$ cat config.mk
export PLATFORM = sky130hd
export DESIGN_NAME = uart_tx
export DESIGN_NICKNAME = d
export VERILOG_FILES = /design/src/rtl/uart_tx.sv
export SDC_FILE = /design/constraint.sdc
export NUM_CORES = 1
export LEC_CHECK = 0
export ABC_AREA = 1
export CAP_MARGIN = 30
export CORE_MARGIN = 2
export CORE_UTILIZATION = 50
export CTS_CLUSTER_DIAMETER = 50
export DETAILED_ROUTE_END_ITERATION = 10
export PLACE_DENSITY_LB_ADDON = 0.25
export SLEW_MARGIN = 40
export SYNTH_ARGS = -nofsm -noshare
export SYNTH_HDL_FRONTEND = slang
export SYNTH_SLANG_ARGS = --single-unit
export TNS_END_PERCENT = 100
$ cat constraint.sdc
create_clock -name clk -period 1.85 [get_ports clk]
set_input_delay 0.37 -clock clk [delete_from_list [all_inputs] [get_ports clk]]
set_output_delay 0.37 -clock clk [all_outputs]
set_load 0.05 [all_outputs]
$ cat src/rtl/uart_tx.sv
// UART transmitter: one byte per tx_start, LSB first, optional parity,
// one or two stop bits. Bit timing matches uart_rx for loopback.
module uart_tx #(
  parameter int CLK_PER_BIT = 20,
  parameter int PARITY_EN   = 0,
  parameter int PARITY_ODD  = 0,
  parameter int STOP_BITS   = 1
) (
  input  logic       clk,
  input  logic       reset,
  input  logic       tx_start,
  input  logic [7:0] data_in,
  output logic       tx,
  output logic       tx_busy,
  output logic       tx_done
);

  localparam logic [15:0] CNT_MAX   = 16'(CLK_PER_BIT - 1);
  localparam logic        PAR_EN    = (PARITY_EN != 0);
  localparam logic        PAR_ODD   = (PARITY_ODD != 0);
  // Anything other than 2 stop bits falls back to 1.
  localparam logic        STOP_LAST = (STOP_BITS == 2);

  typedef enum logic [2:0] {IDLE, START, DATA, PARITY, STOP, DONE} state_t;

  state_t      state, state_nxt;
  logic [15:0] clk_cnt, clk_cnt_nxt;
  logic [2:0]  bit_cnt, bit_cnt_nxt;
  logic        stop_cnt, stop_cnt_nxt;
  logic [7:0]  shift_reg, shift_nxt;
  logic        par_bit, par_nxt;
  logic        tx_nxt, busy_nxt, done_nxt;
  logic        bit_end;

  assign bit_end = (clk_cnt == CNT_MAX);

  // State, datapath and registered outputs; async reset aborts any frame.
  always_ff @(posedge clk or posedge reset) begin
    if (reset) begin
      state     <= IDLE;
      clk_cnt   <= '0;
      bit_cnt   <= '0;
      stop_cnt  <= 1'b0;
      shift_reg <= '0;
      par_bit   <= 1'b0;
      tx        <= 1'b1;
      tx_busy   <= 1'b0;
      tx_done   <= 1'b0;
    end else begin
      state     <= state_nxt;
      clk_cnt   <= clk_cnt_nxt;
      bit_cnt   <= bit_cnt_nxt;
      stop_cnt  <= stop_cnt_nxt;
      shift_reg <= shift_nxt;
      par_bit   <= par_nxt;
      tx        <= tx_nxt;
      tx_busy   <= busy_nxt;
      tx_done   <= done_nxt;
    end
  end

  // Next-state and next-output logic; outputs change on bit boundaries only.
  always_comb begin
    state_nxt    = state;
    clk_cnt_nxt  = clk_cnt;
    bit_cnt_nxt  = bit_cnt;
    stop_cnt_nxt = stop_cnt;
    shift_nxt    = shift_reg;
    par_nxt      = par_bit;
    tx_nxt       = tx;
    busy_nxt     = tx_busy;
    done_nxt     = tx_done;

    // Bit-time counter runs in every in-frame state and wraps at bit end.
    if (state inside {START, DATA, PARITY, STOP})
      clk_cnt_nxt = bit_end ? 16'd0 : clk_cnt + 16'd1;

    case (state)
      IDLE: begin
        tx_nxt   = 1'b1;
        busy_nxt = 1'b0;
        done_nxt = 1'b0;
        if (tx_start) begin
          shift_nxt    = data_in;
          par_nxt      = (^data_in) ^ PAR_ODD;
          state_nxt    = START;
          tx_nxt       = 1'b0;
          busy_nxt     = 1'b1;
          clk_cnt_nxt  = '0;
          bit_cnt_nxt  = '0;
          stop_cnt_nxt = 1'b0;
        end
      end
      START: begin
        if (bit_end) begin
          state_nxt   = DATA;
          tx_nxt      = shift_reg[0];
          bit_cnt_nxt = '0;
        end
      end
      DATA: begin
        if (bit_end) begin
          if (bit_cnt == 3'd7) begin
            stop_cnt_nxt = 1'b0;
            if (PAR_EN) begin
              state_nxt = PARITY;
              tx_nxt    = par_bit;
            end else begin
              state_nxt = STOP;
              tx_nxt    = 1'b1;
            end
          end else begin
            bit_cnt_nxt = bit_cnt + 3'd1;
            tx_nxt      = shift_reg[bit_cnt + 3'd1];
          end
        end
      end
      PARITY: begin
        if (bit_end) begin
          state_nxt    = STOP;
          tx_nxt       = 1'b1;
          stop_cnt_nxt = 1'b0;
        end
      end
      STOP: begin
        tx_nxt = 1'b1;
        if (bit_end) begin
          if (stop_cnt == STOP_LAST) begin
            state_nxt = DONE;
            busy_nxt  = 1'b0;
            done_nxt  = 1'b1;
          end else begin
            stop_cnt_nxt = 1'b1;
          end
        end
      end
      DONE: begin
        state_nxt   = IDLE;
        tx_nxt      = 1'b1;
        done_nxt    = 1'b0;
        clk_cnt_nxt = '0;
      end
      default: begin
        state_nxt = IDLE;
        tx_nxt    = 1'b1;
        busy_nxt  = 1'b0;
        done_nxt  = 1'b0;
      end
    endcase
  end

endmodule

==> results.cfg <==
[timing]
clock.fmax_ghz = 0.619
hold_viol_final = 0
worst_clock_skew_ns = 0.00381
finalCritPeriodShare_pct = 87.4
hold_slack_ns = 0.465
slew_headroom_pct = 72.0
slew_viol_final = 0
tns_ns = 0
setup_viol = 0
tightest_slew_ns = 0.420
rsz0062_at_grt = no
period_needed_ns = 1.62

[synthesis]
synth_top_area_cell = dfrtp_1
synthDominantCellAreaShare_pct = 41.3
yosysWarnings = 0
post_synth_most_frequent_cells = 59 x nand2_1, 45 x nor2_1, 34 x inv_1
syn_avg_cell_area_um2 = 7.55
synthFlopType = dfrtp_1
yosysSeqAreaShare_pct = 42.6
synthTopCellsByArea = dfrtp_1 41%, nand2_1 11%, nor2_1 8.7%, inv_1 6.6%, nand3_1 4.4%
synth_edf_count = 0
ys_ff_latch = 33
yosysUniqueCellTypes = 34
synth_area_mm2 = 0.00194
yosysMostFrequentCell = nand2_1
syn-num-nets = 271
synthCells = 257
synthArstFlopShare_pct = 100

[worst_hold_path]
min_path_type = input pin to asynchronous set/reset pin

[run_status]
status = completed

[final_layout]
nets = 292
n_antenna_cell = 0
drive_gt1_share_pct = 15.1
syn2layout_area_growth_pct = 13.5
final_cell_count_no_fill = 327
utilization_pct = 59.7
largest_reg_flops = 16

[drt]
dr.pass1.iters = 4
drt_iter0_drc = 80
wl_mm = 3.48
wl_per_cell_um = 10.6
routed_via_density = 4.87
dr_total_vias = 1593
drtAntennaViolNets = 0
route.detailed.drc = 0

[placed_design]
portBuffers = 13
placedCellCount = 319
dp_hpwl_mm = 2.61
place_congestion = 0.932

[global_routing]
grt_pass1_vias = 1497
grt_first_pass_wirelength_mm = 6.43
grt_max_degree = 34
grt_antenna_before_repair = 0
overflow = 0
track_usage_pct = 19.1

[floorplan]
fp-row-count = 22
ios = 14
core_mm2 = 0.00369
die-area_mm2 = 0.00439
initial_core_util_pct = 52.6
fp.dieW_um = 66.3
die_y_um = 66.3

[critical_path]
worst-endpoint-required_ns = 2.02
cp-end-kind = flop
crit_chain = ha_1, inv_1, nor2_1, nand2_1, nor2_2, nand2_1, nand2_1, nand2_1, nand2_1, o21ai_1
crit_path_top_delay_cell = dfrtp_1
path_buf_inv = 1
crit_type = flop to flop
cp_max_fo = 5
start_kind = flop
critPathTopFamily = simple AND/OR/NAND/NOR gates
cpMostUsedCell = nand2_1
arrival_ns = 1.79
slowest_delay_ns = 0.39

[power_and_ir_drop]
ir_drop_v = 0.000758
p_leak_nw = 1.11
power_density_mw_per_mm2 = 1330
p_total_mw = 2.94

[clocking]
clk_pin_slew_worst_paths_ns = 0.07
cts_buffer_depth = 2
htree_levels = 2
cts_made_buffers = 5
clock_sink_count = 33
cts_tree = built
hold_buffers = 0
clkLatencyLatePin_ns = 0.29
cts_setup_buffers = 0
cts_root_buf = clkbuf_8
cts_resized = 0

[flow_run]
drv_cap = 0
-- path summary, 6_finish.rpt --
kind                       cells past startpoint       start  slack [ns]     endpoint
setup / recovery                              10  clk_cnt[0]        0.23     state[0]
hold / removal                                 3       reset        0.47  clk_cnt[14]
setup reg to reg                              10  clk_cnt[0]        0.23     state[0]
hold reg to reg                                1     tx_done        0.50      tx_done
max in group asynchronous                      3       reset        1.05           tx
min in group clk                               1     tx_done        0.50      tx_done
-- stage by stage --
| step | cell area, um^2 | setup WS (ns) |
|---|---|---|
| floorplan | 1940 | 0.393 |
| global placement | 2120 | 0.252 |
| detailed placement | 2120 | 0.233 |
| CTS | 2200 | 0.229 |
| global route | 2200 | 0.0328 |
| finish | 2200 | 0.233 |
-- layer usage --
layer	share of wire, %	track usage, %
met5	0	0
met4	1.3	5.87
met3	3.0	5.11
met2	44	29.8
met1	52	26.0
-- cell type report --
type                    instances  area (um^2)
multi-input cells             183          938
fillers                       354         1490
clock buffers                   6         72.6
flip-flops and latches         33          827
inverters                      39          149
clock inverters                 2         10.0
well taps                      48         60.1
repair buffers                 16          145
-- power by group --
part	internal [mW]	leakage (nW)	switching (mW)	total, mW
sequential	0.919	0.425	0.140	1.06
clock	0.260	0.0450	0.261	0.521
combinational	0.466	0.641	0.893	1.36
-- placed cells by master (no fill, tap or decap), types with 6 or more instances in the layout --
cell and n:
a21oi_1 14, buf_4 6, clkdlybuf4s50_1 10, dfrtp_1 32, inv_1 34, nand2_1 59
nand3_1 17, nor2_1 45, nor2_2 6, o21ai_1 6
-- kinds of logic (layout without fill, tap and decap cells) --
logic type	count (synthesis)	count (layout)	share of synthesized area (%)
XOR/XNOR	1	1	0.452
multiplexers	1	1	0.581
AND/OR/NAND/NOR	151	151	38.0
AO/OA/AOI/OAI	27	27	7.42
flip-flops	33	33	42.6
buffers and inverters	41	63	8.97
adder cells (fa/ha/maj)	3	3	1.94
-- worst register-to-register path: stages (launching register included) --
cell,delay (ns)
dfrtp_1,0.39
ha_1,0.23
inv_1,0.06
nor2_1,0.08
nand2_1,0.06
nor2_2,0.17
nand2_1,0.16
nand2_1,0.11
nand2_1,0.11
nand2_1,0.08
o21ai_1,0.06
Note: power is estimated with default switching activity, not from simulation.
